--- src/rtl/cpu_pkg.sv ---
// rtl/cpu_pkg.sv - opcodes, FSM states and control bundle shared by the fetch/control unit
package cpu_pkg;

  localparam logic [3:0] OP_RTYPE  = 4'h0;
  localparam logic [3:0] OP_ALU_LO = 4'h1;
  localparam logic [3:0] OP_ALU_HI = 4'h6;
  localparam logic [3:0] OP_LOAD   = 4'h8;
  localparam logic [3:0] OP_STORE  = 4'h9;
  localparam logic [3:0] OP_BRANCH = 4'hA;
  localparam logic [3:0] OP_JUMP   = 4'hE;
  localparam logic [3:0] OP_HALT   = 4'hF;

  typedef enum logic [2:0] {
    ST_FETCH,
    ST_DECODE,
    ST_EXEC,
    ST_MEM,
    ST_HALT
  } state_t;

  typedef struct packed {
    logic regdest;
    logic alusrc;
    logic memtoreg;
    logic regwrite;
    logic memread;
    logic memwrite;
    logic branch;
    logic jump;
  } ctrl_t;

endpackage

--- src/rtl/fetch_control_unit_if.sv ---
// rtl/fetch_control_unit_if.sv - instruction ROM, data_path control and status signals
interface fetch_control_unit_if #(
  parameter int PC_WIDTH = 8
);
  logic                enable;
  logic [PC_WIDTH-1:0] imem_addr;
  logic [15:0]         imem_rdata;
  logic                jump_signal;
  logic [PC_WIDTH-1:0] PC;
  logic [15:0]         instruct_reg;
  logic                regdest;
  logic                alusrc;
  logic                memtoreg;
  logic                regwrite;
  logic                memread;
  logic                memwrite;
  logic                branch;
  logic                jump;
  logic                halted;
  logic                illegal;

  modport master (
    input  enable, imem_rdata, jump_signal,
    output imem_addr, PC, instruct_reg,
    output regdest, alusrc, memtoreg, regwrite, memread, memwrite, branch, jump,
    output halted, illegal
  );

  modport slave (
    output enable, imem_rdata, jump_signal,
    input  imem_addr, PC, instruct_reg,
    input  regdest, alusrc, memtoreg, regwrite, memread, memwrite, branch, jump,
    input  halted, illegal
  );
endinterface

--- src/rtl/instr_decoder.sv ---
// rtl/instr_decoder.sv - combinational opcode to control-bundle decode
module instr_decoder
  import cpu_pkg::*;
(
  input  logic [3:0] opcode,
  input  logic       in_mem,
  output ctrl_t      ctrl,
  output logic       is_illegal
);

  always_comb begin
    ctrl       = '0;
    is_illegal = 1'b0;
    case (opcode)
      OP_RTYPE: begin
        ctrl.regdest  = 1'b1;
        ctrl.regwrite = 1'b1;
      end
      OP_LOAD: begin
        ctrl.alusrc   = 1'b1;
        ctrl.memread  = 1'b1;
        ctrl.memtoreg = 1'b1;
        ctrl.regwrite = in_mem;
      end
      OP_STORE: begin
        ctrl.alusrc   = 1'b1;
        ctrl.memwrite = 1'b1;
      end
      OP_BRANCH: ctrl.branch = 1'b1;
      OP_JUMP:   ctrl.jump   = 1'b1;
      OP_HALT:   ctrl        = '0;
      default: begin
        if (opcode >= OP_ALU_LO && opcode <= OP_ALU_HI) begin
          ctrl.alusrc   = 1'b1;
          ctrl.regwrite = 1'b1;
        end else begin
          is_illegal = 1'b1;
        end
      end
    endcase
  end

endmodule

--- src/rtl/fetch_control_unit.sv ---
// rtl/fetch_control_unit.sv - multi-cycle fetch/decode/exec sequencer feeding data_path
// Optional illegal-opcode trap: FCU_ILLEGAL_TRAP_EN
module fetch_control_unit
  import cpu_pkg::*;
#(
  parameter int                  PC_WIDTH = 8,
  parameter logic [PC_WIDTH-1:0] RESET_PC = '0
) (
  input logic                  clk,
  input logic                  reset,
  fetch_control_unit_if.master bus
);

`ifdef FCU_ILLEGAL_TRAP_EN
  localparam bit TRAP_EN = 1'b1;
`else
  localparam bit TRAP_EN = 1'b0;
`endif

  state_t              state, state_nxt;
  logic [PC_WIDTH-1:0] pc, pc_nxt, pc_inc;
  logic                pc_load;
  logic [15:0]         ir;
  ctrl_t               dec_ctrl, ctrl;
  logic                dec_illegal;
  logic                trap;

  instr_decoder u_dec (
    .opcode    (ir[15:12]),
    .in_mem    (state == ST_MEM),
    .ctrl      (dec_ctrl),
    .is_illegal(dec_illegal)
  );

  // Strobes depend only on registered state and ir, so they are glitch-free
  // and fall with the asynchronous reset of the state register.
  assign ctrl = (state == ST_EXEC || state == ST_MEM) ? dec_ctrl : '0;
  assign trap = TRAP_EN && dec_illegal && (state == ST_EXEC);

  always_comb begin
    pc_inc = pc + PC_WIDTH'(1);
    pc_nxt = pc_inc;
    if (ctrl.jump && bus.jump_signal) begin
      pc_nxt = PC_WIDTH'(ir[7:0]);
    end else if (ctrl.branch && bus.jump_signal) begin
      pc_nxt = pc_inc + {{(PC_WIDTH-4){ir[3]}}, ir[3:0]};
    end
  end

  always_comb begin
    state_nxt = state;
    pc_load   = 1'b0;
    case (state)
      ST_FETCH:  if (bus.enable) state_nxt = ST_DECODE;
      ST_DECODE: state_nxt = ST_EXEC;
      ST_EXEC: begin
        if (trap) begin
          state_nxt = ST_HALT;
        end else if (ir[15:12] == OP_LOAD) begin
          state_nxt = ST_MEM;
        end else if (ir[15:12] == OP_HALT) begin
          state_nxt = ST_HALT;
        end else begin
          state_nxt = ST_FETCH;
          pc_load   = 1'b1;
        end
      end
      ST_MEM: begin
        state_nxt = ST_FETCH;
        pc_load   = 1'b1;
      end
      ST_HALT:   state_nxt = ST_HALT;
      default:   state_nxt = ST_FETCH;
    endcase
  end

  always_ff @(posedge clk or posedge reset) begin
    if (reset) begin
      state <= ST_FETCH;
      pc    <= RESET_PC;
      ir    <= '0;
    end else begin
      state <= state_nxt;
      if (pc_load) pc <= pc_nxt;
      if (state == ST_DECODE) ir <= bus.imem_rdata;
    end
  end

`ifdef FCU_ILLEGAL_TRAP_EN
  logic illegal_q;
  always_ff @(posedge clk or posedge reset) begin
    if (reset) illegal_q <= 1'b0;
    else if (trap) illegal_q <= 1'b1;
  end
  assign bus.illegal = illegal_q;
`else
  assign bus.illegal = 1'b0;
`endif

  assign bus.imem_addr    = pc;
  assign bus.PC           = pc;
  assign bus.instruct_reg = ir;
  assign bus.halted       = (state == ST_HALT);
  assign bus.regdest      = ctrl.regdest;
  assign bus.alusrc       = ctrl.alusrc;
  assign bus.memtoreg     = ctrl.memtoreg;
  assign bus.regwrite     = ctrl.regwrite;
  assign bus.memread      = ctrl.memread;
  assign bus.memwrite     = ctrl.memwrite;
  assign bus.branch       = ctrl.branch;
  assign bus.jump         = ctrl.jump;

endmodule

--- src/flat_wrapper.sv ---
// flat-port wrapper written by rule: the top's interface ports become plain ports
module fetch_control_unit_flat import cpu_pkg::*;
#(
  parameter int                  PC_WIDTH = 8,
  parameter logic [PC_WIDTH-1:0] RESET_PC = '0
)
  (clk, reset, bus_enable, bus_imem_rdata, bus_jump_signal, bus_imem_addr, bus_PC, bus_instruct_reg, bus_regdest, bus_alusrc, bus_memtoreg, bus_regwrite, bus_memread, bus_memwrite, bus_branch, bus_jump, bus_halted, bus_illegal);
  fetch_control_unit_if #(.PC_WIDTH(PC_WIDTH)) bus_i ();
  input logic clk;
  input logic reset;
  input wire logic [$bits(bus_i.enable)-1:0] bus_enable;
  input wire logic [$bits(bus_i.imem_rdata)-1:0] bus_imem_rdata;
  input wire logic [$bits(bus_i.jump_signal)-1:0] bus_jump_signal;
  output wire logic [$bits(bus_i.imem_addr)-1:0] bus_imem_addr;
  output wire logic [$bits(bus_i.PC)-1:0] bus_PC;
  output wire logic [$bits(bus_i.instruct_reg)-1:0] bus_instruct_reg;
  output wire logic [$bits(bus_i.regdest)-1:0] bus_regdest;
  output wire logic [$bits(bus_i.alusrc)-1:0] bus_alusrc;
  output wire logic [$bits(bus_i.memtoreg)-1:0] bus_memtoreg;
  output wire logic [$bits(bus_i.regwrite)-1:0] bus_regwrite;
  output wire logic [$bits(bus_i.memread)-1:0] bus_memread;
  output wire logic [$bits(bus_i.memwrite)-1:0] bus_memwrite;
  output wire logic [$bits(bus_i.branch)-1:0] bus_branch;
  output wire logic [$bits(bus_i.jump)-1:0] bus_jump;
  output wire logic [$bits(bus_i.halted)-1:0] bus_halted;
  output wire logic [$bits(bus_i.illegal)-1:0] bus_illegal;
  assign bus_i.enable = bus_enable;
  assign bus_i.imem_rdata = bus_imem_rdata;
  assign bus_i.jump_signal = bus_jump_signal;
  assign bus_imem_addr = bus_i.imem_addr;
  assign bus_PC = bus_i.PC;
  assign bus_instruct_reg = bus_i.instruct_reg;
  assign bus_regdest = bus_i.regdest;
  assign bus_alusrc = bus_i.alusrc;
  assign bus_memtoreg = bus_i.memtoreg;
  assign bus_regwrite = bus_i.regwrite;
  assign bus_memread = bus_i.memread;
  assign bus_memwrite = bus_i.memwrite;
  assign bus_branch = bus_i.branch;
  assign bus_jump = bus_i.jump;
  assign bus_halted = bus_i.halted;
  assign bus_illegal = bus_i.illegal;
  fetch_control_unit #(.PC_WIDTH(PC_WIDTH), .RESET_PC(RESET_PC)) u_core (.clk(clk), .reset(reset), .bus(bus_i));
endmodule
--- config.mk ---
export PLATFORM = sky130hd
export DESIGN_NAME = fetch_control_unit_flat
export DESIGN_NICKNAME = d
export VERILOG_FILES = /design/src/rtl/cpu_pkg.sv /design/src/rtl/fetch_control_unit_if.sv /design/src/rtl/instr_decoder.sv /design/src/rtl/fetch_control_unit.sv /design/src/flat_wrapper.sv
export SDC_FILE = /design/constraint.sdc
export NUM_CORES = 1
export LEC_CHECK = 0
export ABC_AREA = 1
export BUFFER_PORTS_ARGS = -buffer_cell sky130_fd_sc_hd__buf_2
export CAP_MARGIN = 0
export CORE_MARGIN = 2
export CORE_UTILIZATION = 39
export CTS_BUF_LIST = sky130_fd_sc_hd__clkbuf_4
export CTS_CLUSTER_SIZE = 30
export DETAILED_ROUTE_END_ITERATION = 8
export PLACE_DENSITY = 0.67
export SLEW_MARGIN = 0
export SYNTH_ARGS = -nofsm -noshare
export SYNTH_HDL_FRONTEND = slang
export SYNTH_SLANG_ARGS = --single-unit
export TNS_END_PERCENT = 5
--- constraint.sdc ---
create_clock -name clk -period 4 [get_ports clk]
set_input_delay 0.8 -clock clk [delete_from_list [all_inputs] [get_ports clk]]
set_output_delay 0.8 -clock clk [all_outputs]
set_load 0.02 [all_outputs]
==> qor.yml <==
floorplan:
  dieArea_sq_um: 5510
  initial_core_util_pct: 40.7
  io_pins: 62
  die_h_um: 74.2
  rows: 25
  core_sq_um: 4720
  die_w_um: 74.2
finish:
  drive_above_1_share_pct: 28.0
  fin_nets: 335
  fillers: 477
  syn_to_final_growth_pct: 16.9
  diodes: 0
  largest_register_ffs: 16
logic_synthesis:
  syn_area_sq_um: 1920
  synth_seq_area_share_pct: 35.2
  synth.avg_cell_area_sq_um: 7.60
  synth_cells: 253
  netlist.area_leader.share_pct: 35.2
  syn_nets: 283
  synth-seq-cells: 27
  synthTopCellsByArea: "dfrtp_1 35%, nand2_1 12%, mux2_2 6.4%"
  synth_largest_area_cell: "dfrtp_1"
  yosysUniqueCellTypes: 30
  synth_warnings: 0
sta:
  slew_violations: 0
  slew_headroom_pct: 33.5
  period_share_pct: 67.9
  skew_ps: 3.31
  rsz0062_at_grt: "false"
  final_hold_viol_count: 0
  setup_viol: 0
  final.setup.tns_ps: 0
  fmax_ghz: 0.368
  period_needed_ps: 2720
  worst_pin_slew_ps: 997
routing:
  drc: 0
  dr_wl_met3_um: 187
  routedWlPerCell_um: 12.1
  wl_um: 4470
  dr.max_layer_used: "met4"
  firstDrtPassIters: 4
  drt_iter0_drc: 45
  met2_length_um: 2120
  vias: 1784
  via_per_inst: 4.81
  drtAntennaViolNets: 0
  met1_length_um: 2130
run_status:
  status: "finished clean"
placement:
  gp_congestion: 0.871
  io_buffers: 60
  place_hpwl_um: 3500
setup_path:
  critPathMostFrequentCell: "o21ai_0"
  crit_chain: "nor3_1, nand2_1, o21ai_0, o21ai_0, a21oi_1, buf_2"
  r2r_cells: 18
  path_delay_family: "simple AND/OR/NAND/NOR gates"
  slowest_delay_ps: 440
  arrival_ps: 1920
  reg2reg_to: "u_core.bus.PC[7]$_DFFE_PP0P_"
  crit_required_ps: 3200
  endpoint_kind: "output pin"
  worstSetupPathType: "flop to output pin"
  r2r_start: "u_core.bus.PC[0]$_DFFE_PP0P_"
  reg2reg_slack_ps: 1710
  cpMaxStageDelayCell: "dfrtp_1"
  worst_setup_path_start_kind: "flop"
  crit_buf_inv: 1
  cp_max_fo: 4
job:
  drv_cap: 0
cts:
  ctsResizeCount: 0
  post_cts_buffers: 0
  cts_buffer_depth: 2
  clk_pin_slew_ps: 140
  root_buffer: "clkbuf_4"
  cts_made_buffers: 3
  holdBufCountCts: 0
  cts_tree: "built"
  cts_htree_levels: 1
  cts_sinks: 27
  worstSkewPairLatency_ps: 320
global_route:
  grt_pass1_wl_um: 7650
  grt_max_degree: 28
  antenna_found_initial: 0
  globalRouteTotalUtil_pct: 17.6
  grt_pass1_vias: 1747
  overflow: 0
worst_hold_path:
  hold_path_end: "u_core.bus.instruct_reg[9]$_DFFE_PP0P_"
  hold_class: "flop to flop"
  min_from: "u_core.bus.instruct_reg[9]$_DFFE_PP0P_"
  min_path_cells: 1
pwr:
  p_total_mw: 2.09
  p_leak_nw: 1.21
  irDropWorstVdd_mv: 0.352
  powerDensity_nw_per_um2: 931
-- kinds of logic after synthesis --
group | synth area share [%]
and+or+nand+nor | 26.4
buffers and inverters | 11.8
AOI/OAI and AO/OA | 10.9
DFF | 35.2
muxes | 6.45
adders and majority gates | 6.90
xor gates and xnor gates | 2.28
other | 0.195
-- cells in the final DEF (no fill, tap or decap) --
cell,instances
nand2_1,61
buf_2,60
inv_1,31
dfrtp_1,27
nor2_1,25
nand3_1,18
a21oi_1,17
mux2_2,11
ha_1,9
o21ai_0,6
o211ai_1,5
a31oi_1,4
clkbuf_4,4
xor2_1,3
nand4_1,3
nor3_1,2
inv_2,2
inv_4,2
or2_2,2
xnor2_1,2
nor2_8,1
nor3_4,1
or2_0,1
nand3_2,1
o21ai_2,1
a21o_1,1
o22ai_1,1
o32ai_1,1
fa_1,1
conb_1,1
-- power by group --
part | switching, mW | internal [mW] | total, mW
logic | 0.885 | 0.530 | 1.41
clock network | 0.0787 | 0.0458 | 0.124
registers | 0.151 | 0.402 | 0.553
total | 1.11 | 0.977 | 2.09
-- worst max path at each step --
stage	endpoint	slack (ps)	start	cells after the start
after floorplan	bus_regwrite	1720	u_core.bus.instruct_reg[14]$_DFFE_PP0P_	5
after global placement	bus_regwrite	1800	u_core.bus.instruct_reg[13]$_DFFE_PP0P_	6
after detailed placement	bus_regwrite	1700	u_core.bus.instruct_reg[14]$_DFFE_PP0P_	6
after CTS	bus_regwrite	1310	u_core.bus.instruct_reg[14]$_DFFE_PP0P_	6
after global routing	bus_regwrite	1180	u_core.bus.instruct_reg[14]$_DFFE_PP0P_	6
final	bus_regwrite	1280	u_core.bus.instruct_reg[14]$_DFFE_PP0P_	6
-- area by class of cell --
class	count	area [sq um]	share of cell area (%)
well taps	67	83.8	3.73
repair buffers	60	300	13.4
inverters	35	136	6.07
multi-input cells	178	1020	45.4
clock buffers	4	30.0	1.34
flip-flops and latches	27	676	30.1
-- synthesized netlist by cell type --
cell       n
nand3_2    1
nor3_1     2
mux2_2    11
a21oi_1   17
o22ai_1    1
nor2_8     1
or2_2      2
nor3_4     1
nand2_1   61
buf_2      3
conb_1     1
nand4_1    3
o211ai_1   5
nand3_1   18
buf_4     10
inv_1     31
xor2_1     3
ha_1       9
a31oi_1    4
a21o_1     1
xnor2_1    2
o32ai_1    1
or2_0      1
fa_1       1
inv_4      2
dfrtp_1   27
o21ai_0    6
inv_2      2
o21ai_2    1
nor2_1    25
-- per-stage QoR --
stage / hold WS, ps / std cells / util, % / setup WS [ps] / instance area [sq um]
6_report: 520 / 371 / 47.5 / 1280 / 2250
5_1_grt: 525 / 371 / 47.5 / 1180 / 2250
4_1_cts: 525 / 371 / 47.5 / 1310 / 2250
3_5_place_dp: 492 / 367 / 46.9 / 1700 / 2220
3_3_place_gp: 487 / 367 / 46.9 / 1800 / 2220
2_1_floorplan: 490 / 253 / - / 1720 / 1920
-- metal layers --
| layer | vias to the layer above | GRT usage [%] |
|---|---|---|
| met5 | - | 0 |
| met4 | 0 | 4.85 |
| met3 | 6 | 2.17 |
| met2 | 54 | 29.1 |
| met1 | 807 | 24.6 |
| li1 | 917 | - |
Note: power is estimated with default switching activity, not from simulation.
